===== src/rtl/filter_loader_pkg.sv =====
// Shared constants and state encoding for the filter loader that feeds
// the convolver's 9-tap filter shift register.
package filter_loader_pkg;

   localparam int WID_FILTER = 8;
   localparam int NUM_TAPS_DEF = 9;

   typedef enum logic [1:0] {
      IDLE  = 2'd0,
      LOAD  = 2'd1,
      FLUSH = 2'd2
   } state_e;

endpackage


===== src/rtl/filter_loader.sv =====
// Loads one 3x3 filter from a valid/ready weight stream into the serial
// filter shift register and reports when a complete filter is in place.
module filter_loader
   import filter_loader_pkg::*;
#(
   parameter int NUM_TAPS = NUM_TAPS_DEF,
   parameter int WID      = WID_FILTER,
   parameter int CNT_W    = 4
) (
   input  logic             clk,
   input  logic             rst,
   input  logic             start,
   input  logic             abort,
   input  logic [WID-1:0]   w_data,
   input  logic             w_valid,
   output logic             w_ready,
   output logic [WID-1:0]   sr_data,
   output logic             sr_shift,
   output logic             busy,
   output logic             done,
   output logic             loaded,
   output logic [CNT_W-1:0] tap_cnt
);

   localparam logic [CNT_W-1:0] LAST_TAP = CNT_W'(NUM_TAPS - 1);
   localparam logic [CNT_W-1:0] CNT_ONE  = CNT_W'(1);

   state_e           state_q,    state_d;
   logic [CNT_W-1:0] tap_cnt_q,  tap_cnt_d;
   logic [WID-1:0]   sr_data_q,  sr_data_d;
   logic             sr_shift_q, sr_shift_d;
   logic             done_q,     done_d;
   logic             loaded_q,   loaded_d;

   // Next-state and registered-output computation for the load sequencer.
   always_comb begin
      state_d    = state_q;
      tap_cnt_d  = tap_cnt_q;
      sr_data_d  = sr_data_q;
      sr_shift_d = 1'b0;
      done_d     = 1'b0;
      loaded_d   = loaded_q;
      case (state_q)
         IDLE: begin
            if (start) begin
               state_d   = LOAD;
               tap_cnt_d = '0;
               loaded_d  = 1'b0;
            end else begin
               state_d = IDLE;
            end
         end
         LOAD: begin
            // Abort takes priority over a word offered in the same cycle.
            if (abort) begin
               state_d   = IDLE;
               tap_cnt_d = '0;
            end else if (w_valid) begin
               sr_data_d  = w_data;
               sr_shift_d = 1'b1;
               tap_cnt_d  = tap_cnt_q + CNT_ONE;
               if (tap_cnt_q == LAST_TAP) begin
                  state_d = FLUSH;
               end else begin
                  state_d = LOAD;
               end
            end else begin
               state_d = LOAD;
            end
         end
         FLUSH: begin
            state_d  = IDLE;
            done_d   = 1'b1;
            loaded_d = 1'b1;
         end
         default: begin
            state_d   = IDLE;
            tap_cnt_d = '0;
            loaded_d  = 1'b0;
         end
      endcase
   end

   // State and output registers with synchronous reset.
   always_ff @(posedge clk) begin
      if (rst) begin
         state_q    <= IDLE;
         tap_cnt_q  <= '0;
         sr_data_q  <= '0;
         sr_shift_q <= 1'b0;
         done_q     <= 1'b0;
         loaded_q   <= 1'b0;
      end else begin
         state_q    <= state_d;
         tap_cnt_q  <= tap_cnt_d;
         sr_data_q  <= sr_data_d;
         sr_shift_q <= sr_shift_d;
         done_q     <= done_d;
         loaded_q   <= loaded_d;
      end
   end

   assign w_ready  = (state_q == LOAD);
   assign busy     = (state_q != IDLE);
   assign sr_data  = sr_data_q;
   assign sr_shift = sr_shift_q;
   assign done     = done_q;
   assign loaded   = loaded_q;
   assign tap_cnt  = tap_cnt_q;

endmodule


===== config.mk =====
export PLATFORM = sky130hd
export DESIGN_NAME = filter_loader
export DESIGN_NICKNAME = d
export VERILOG_FILES = /design/src/rtl/filter_loader_pkg.sv /design/src/rtl/filter_loader.sv
export SDC_FILE = /design/constraint.sdc
export NUM_CORES = 1
export LEC_CHECK = 0
export ABC_AREA = 1
export CAP_MARGIN = 20
export CORE_MARGIN = 3
export CORE_UTILIZATION = 39
export CTS_BUF_LIST = sky130_fd_sc_hd__clkbuf_4
export CTS_CLUSTER_DIAMETER = 60
export DETAILED_ROUTE_END_ITERATION = 12
export PLACE_DENSITY = 0.77
export SLEW_MARGIN = 20
export SYNTH_ARGS = -nofsm -noshare
export SYNTH_HDL_FRONTEND = slang
export SYNTH_SLANG_ARGS = --single-unit

===== constraint.sdc =====
create_clock -name clk -period 1 [get_ports clk]
set_clock_uncertainty 0.1 [all_clocks]
set_input_delay 0.1 -clock clk [delete_from_list [all_inputs] [get_ports clk]]
set_output_delay 0.1 -clock clk [all_outputs]
set_load 0.05 [all_outputs]

# == After elaboration in Yosys (flattened, before gate mapping) ==
# Cells that the tools add are included.
# word_totals
regBits,17
in_bits,13
out_inout_bits,17
elab_cells,34
# op_classes
addsub,1
eq_ne,5
muxes,13
n_bitwise,3
n_reduce_logical,6
# ops
cell,n
2-to-1 mux 4 bit,3
case mux 4 bit (3 select lines),1
2-to-1 mux 2 bit,3
AND reduction 3 bit,2
adder 4 x 1 -> 4 bit (second input constant),1
== test 4 bit (second input constant),1
2-to-1 mux 1 bit,4
case mux 2 bit (2 select lines),1
!= test 3 bit (second input constant),1
NOT 1 bit,3
case mux 1 bit (3 select lines),1
OR reduction 3 bit,1
== test 2 x 1 -> 1 bit (second input constant),1
== test 2 bit (second input constant),1
logical NOT 2 bit,1
!= test 2 bit (second input constant),1
AND reduction 2 bit,1
nonzero test 2 bit,1

# == Longest topological paths before layout ==
# depth
ltp_word,5
depth_mapped,8
depth_no_buf,8

# == Worst setup path after synthesis ==
# No wires, ideal clock.
# synth_path
path_kind,reg2reg
start,register state_q[0]
end,"register tap_cnt_q[1], in the netlist tap_cnt[1]"
arrival_time_ns,1.315
required_time_ns,0.834
path_slack_ns,-0.481
path_stages_with_launch,7
synth_period_minus_slack_ns,1.481
path_cell_list,dfxtp_1 > inv_2 > nor2_2 > nand2_2 > nand2_2 > nand2_1 > a21oi_2
# synth_between
elab_chain_len,3
# synth_lines
element,line,text
from (decl),filter_loader.sv:28,"state_e state_q, state_d;"
from (signal assigned),filter_loader.sv:94,state_q <= state_d;
== test 2 x 1 -> 1 bit (*),--,
named net w_ready,filter_loader.sv:16,"output logic w_ready,"
!= test 3 bit (no source line),--,
AND reduction 3 bit (no source line),--,
to (signal assigned),filter_loader.sv:95,tap_cnt_q <= tap_cnt_d;
to (decl),filter_loader.sv:29,"logic [CNT_W-1:0] tap_cnt_q, tap_cnt_d;"
# The timed path passes the listed nets; every way through them passes the cells marked *.
# A chain may end at the register's enable or synchronous reset.

# == Worst setup path after layout ==
# layout_path
start,register state_q[1]
end,output w_ready
# layout_between
elab_chain_len,1
# layout_lines
element,line,text
== test 2 x 1 -> 1 bit,filter_loader.sv:103,assign w_ready = (state_q == LOAD);
to (decl),filter_loader.sv:16,
# No other way between the ends.

==> run summary <==
Starting Density: 0.419
Post-synth top area share: 0.466
Commonest cells in the netlist: nor2_1, dfxtp_1, nand2_1, o21ai_1, inv_1
Synth Area in Adders: 0.0342
EDFF count, synth: 0
Most frequent cell after synthesis: nor2_1
Num CTS Buffers: 3
Die area: 2430 um^2
Dpl cells: 166
Synth top area cells: dfxtp_1, nor2_1, nand2_1, o21ai_1, inv_1
Antenna diodes: 0
Sequential area share after synthesis: 0.466
Crit Path Class: register to output pin
Total wire length: 2310 um
Mapped Cells: 99
Yosys cell types: 17
Worst-skew pair later-pin latency: 0.29 ns
Synth Flop Type: dfxtp_1
Initial antenna violation count: 0
Slowest cell delay on critical path: 0.35 ns
Htree depth: 1
CTS tree: done
Peak supply drop: 1.11 mV
CP required: 0.80 ns
Cell repeated most along the worst path: buf_6
Gpl congestion: 0.826
Syn. warnings: 0
Via Count: 815
Non-Filler Instances: 178
Status: finished, violations left
Max_cap viols: 0
Leakage power: 0.667 nW
FF+latch count, synth: 17
Total track usage: 0.222
TritonRoute pass-1 iters: 4
CP Max Fanout: 2
Final setup margin: -0.291 ns
Largest net degree at the start of global routing: 11
Vias in the first global route: 885
Remaining DRCs: 0
Via density: 4.58
Largest delay contributor family on the critical path: flip-flops
Fmax: 775 MHz
Max Slew Vio Count: 0
Largest family of logic cells by synthesized area: simple AND/OR/NAND/NOR gates
Die height: 49.3 um
Hold Path Class: input pin to register
CTS Sinks: 17
Setup violations, final: 28
WL/cell: 13.0 um
I/O Buffers: 29
Min cycle time layout: 1.29 ns
Pwr dens: 954 nW/um^2
Remaining Overflow, GRT: 0
Area Growth Syn to Fin: 111%
ANT nets after route: 0
Final hold violation count: 0
Compound-gate portion of the synthesized area: 0.101
Synth Area in XOR/XNOR: 0
CP Launch Type: register
Final instance area: 1540 um^2
Failing checks: negative setup slack
Hold_buf cts: 0
Avg Cell Area, Syn: 7.38 um^2
Critical path's slowest cell: dfxtp_2
Least-Margin Pin Slew: 0.248 ns
Dpl cell area: 1360 um^2
CTS Root Cell: clkbuf_4
Cell Area, Synth: 731 um^2
Syn Nets: 114
Buffer and inverter count on the worst path: 3
Worst EP arrival: 1.09 ns
Reg clk slew, reported paths: 0.10 ns
Synth async-reset ratio: 0
Worst slew margin: 0.834
I/O pins: 30
Die Width: 49.3 um
Clk buf depth: 2
First-pass GRT wire length: 4040 um
CP Capture Type: output pin
Ratio of cells with drive above 1 in the final layout: 0.542
Cells along the critical path: buf_6 > nor2_4 > buf_6 > buf_12
CORE AREA: 1750 um^2
Post-DP HPWL: 1550 um
Mux cell area share after synthesis: 0
Standard-cell rows: 15
Layout Nets: 169
Largest area contributor in the netlist: dfxtp_1
DR iter-0 viols: 14
Period utilization: 1.29
Synth Area in Simple Gates: 0.315
RSZ-0062 raised after global routing: true
## cell usage in the layout (no fill, tap or decap), drive strengths merged
cell           count
dfxtp             17
nor3               3
clkinv             1
clkbuf             3
clkdlybuf4s50     12
inv               12
buf               40
nor2              26
o21ai             11
ha                 2
a21oi              3
nand3              4
nand2             19
## worst paths after layout
check | from | to | slack, ns | cells after the start
worst max-delay path | state_q[1]$_SDFF_PP0_ | w_ready | -0.29 | 4
worst max register to register | state_q[1]$_SDFF_PP0_ | tap_cnt[1]$_SDFFE_PP0P_ | -0.25 | 6
worst min-delay path | w_data[5] | sr_data[5]$_SDFFE_PP0P_ | 0.27 | 3
worst min register to register | sr_data[5]$_SDFFE_PP0P_ | sr_data[5]$_SDFFE_PP0P_ | 0.43 | 2
## flip-flops by register name, summed over array words and instances, names as in the netlist
| register | cells |
|---|---|
| sr_data | 8 |
| tap_cnt | 4 |
| state_q | 2 |
| done | 1 |
| loaded | 1 |
| sr_shift | 1 |
## metal layers
metal | track usage | vias up | wire, um
met5 | 0 | - | 0
met3 | 0.0734 | 4 | 171
met1 | 0.235 | 360 | 927
met2 | 0.384 | 28 | 1170
li1 | - | 423 | -
met4 | 0.123 | 0 | 39
## worst min-delay path, stage by stage
cell and delay, ns:
clkdlybuf4s50_1 0.40, nor2_1 0.10, nor2_1 0.05
## report_power, final
part	internal, mW	leakage [nW]	switching (mW)
Combinational	0.203	0.503	0.181
Clock	0.149	0.0177	0.225
Sequential	0.692	0.147	0.0221
## per-stage QoR
step | TNS, ns | power, mW | worst slack [ns] | hold slack [ns] | util
after floorplan | -2.45 | 0.867 | -0.254 | 0.0533 | -
after global placement | -4.87 | 1.05 | -0.373 | 0.383 | 0.777
after detailed placement | -5.22 | 1.06 | -0.414 | 0.386 | 0.777
after CTS | -3.97 | 1.47 | -0.275 | 0.267 | 0.875
after global routing | -5.61 | 1.54 | -0.322 | 0.273 | 0.884
final | -4.12 | 1.47 | -0.291 | 0.274 | 0.884
## logic make-up after synthesis
group,Yosys count
DFF,17
adders and majority gates,2
and+or+nand+nor,52
buffers and inverters,14
AOI/OAI and AO/OA,14
## cell type report
| class | count | area, um^2 |
|---|---|---|
| timing repair buffer | 52 | 674 |
| multi-input combinational | 68 | 388 |
| sequential | 17 | 369 |
| inverter | 12 | 52.6 |
| tap | 25 | 31.3 |
| fill | 88 | 203 |
| clock buffer | 3 | 22.5 |
| clock inverter | 1 | 5.00 |
## what timing repair did
item	in CTS	in global routing
gates cloned	1	0
buffers inserted	6	1
endpoints found under the setup margin	32	33
resized for setup	37	2
pin swaps	8	1
endpoints found under the hold margin	0	0
Note: power is estimated with default switching activity, not from simulation.
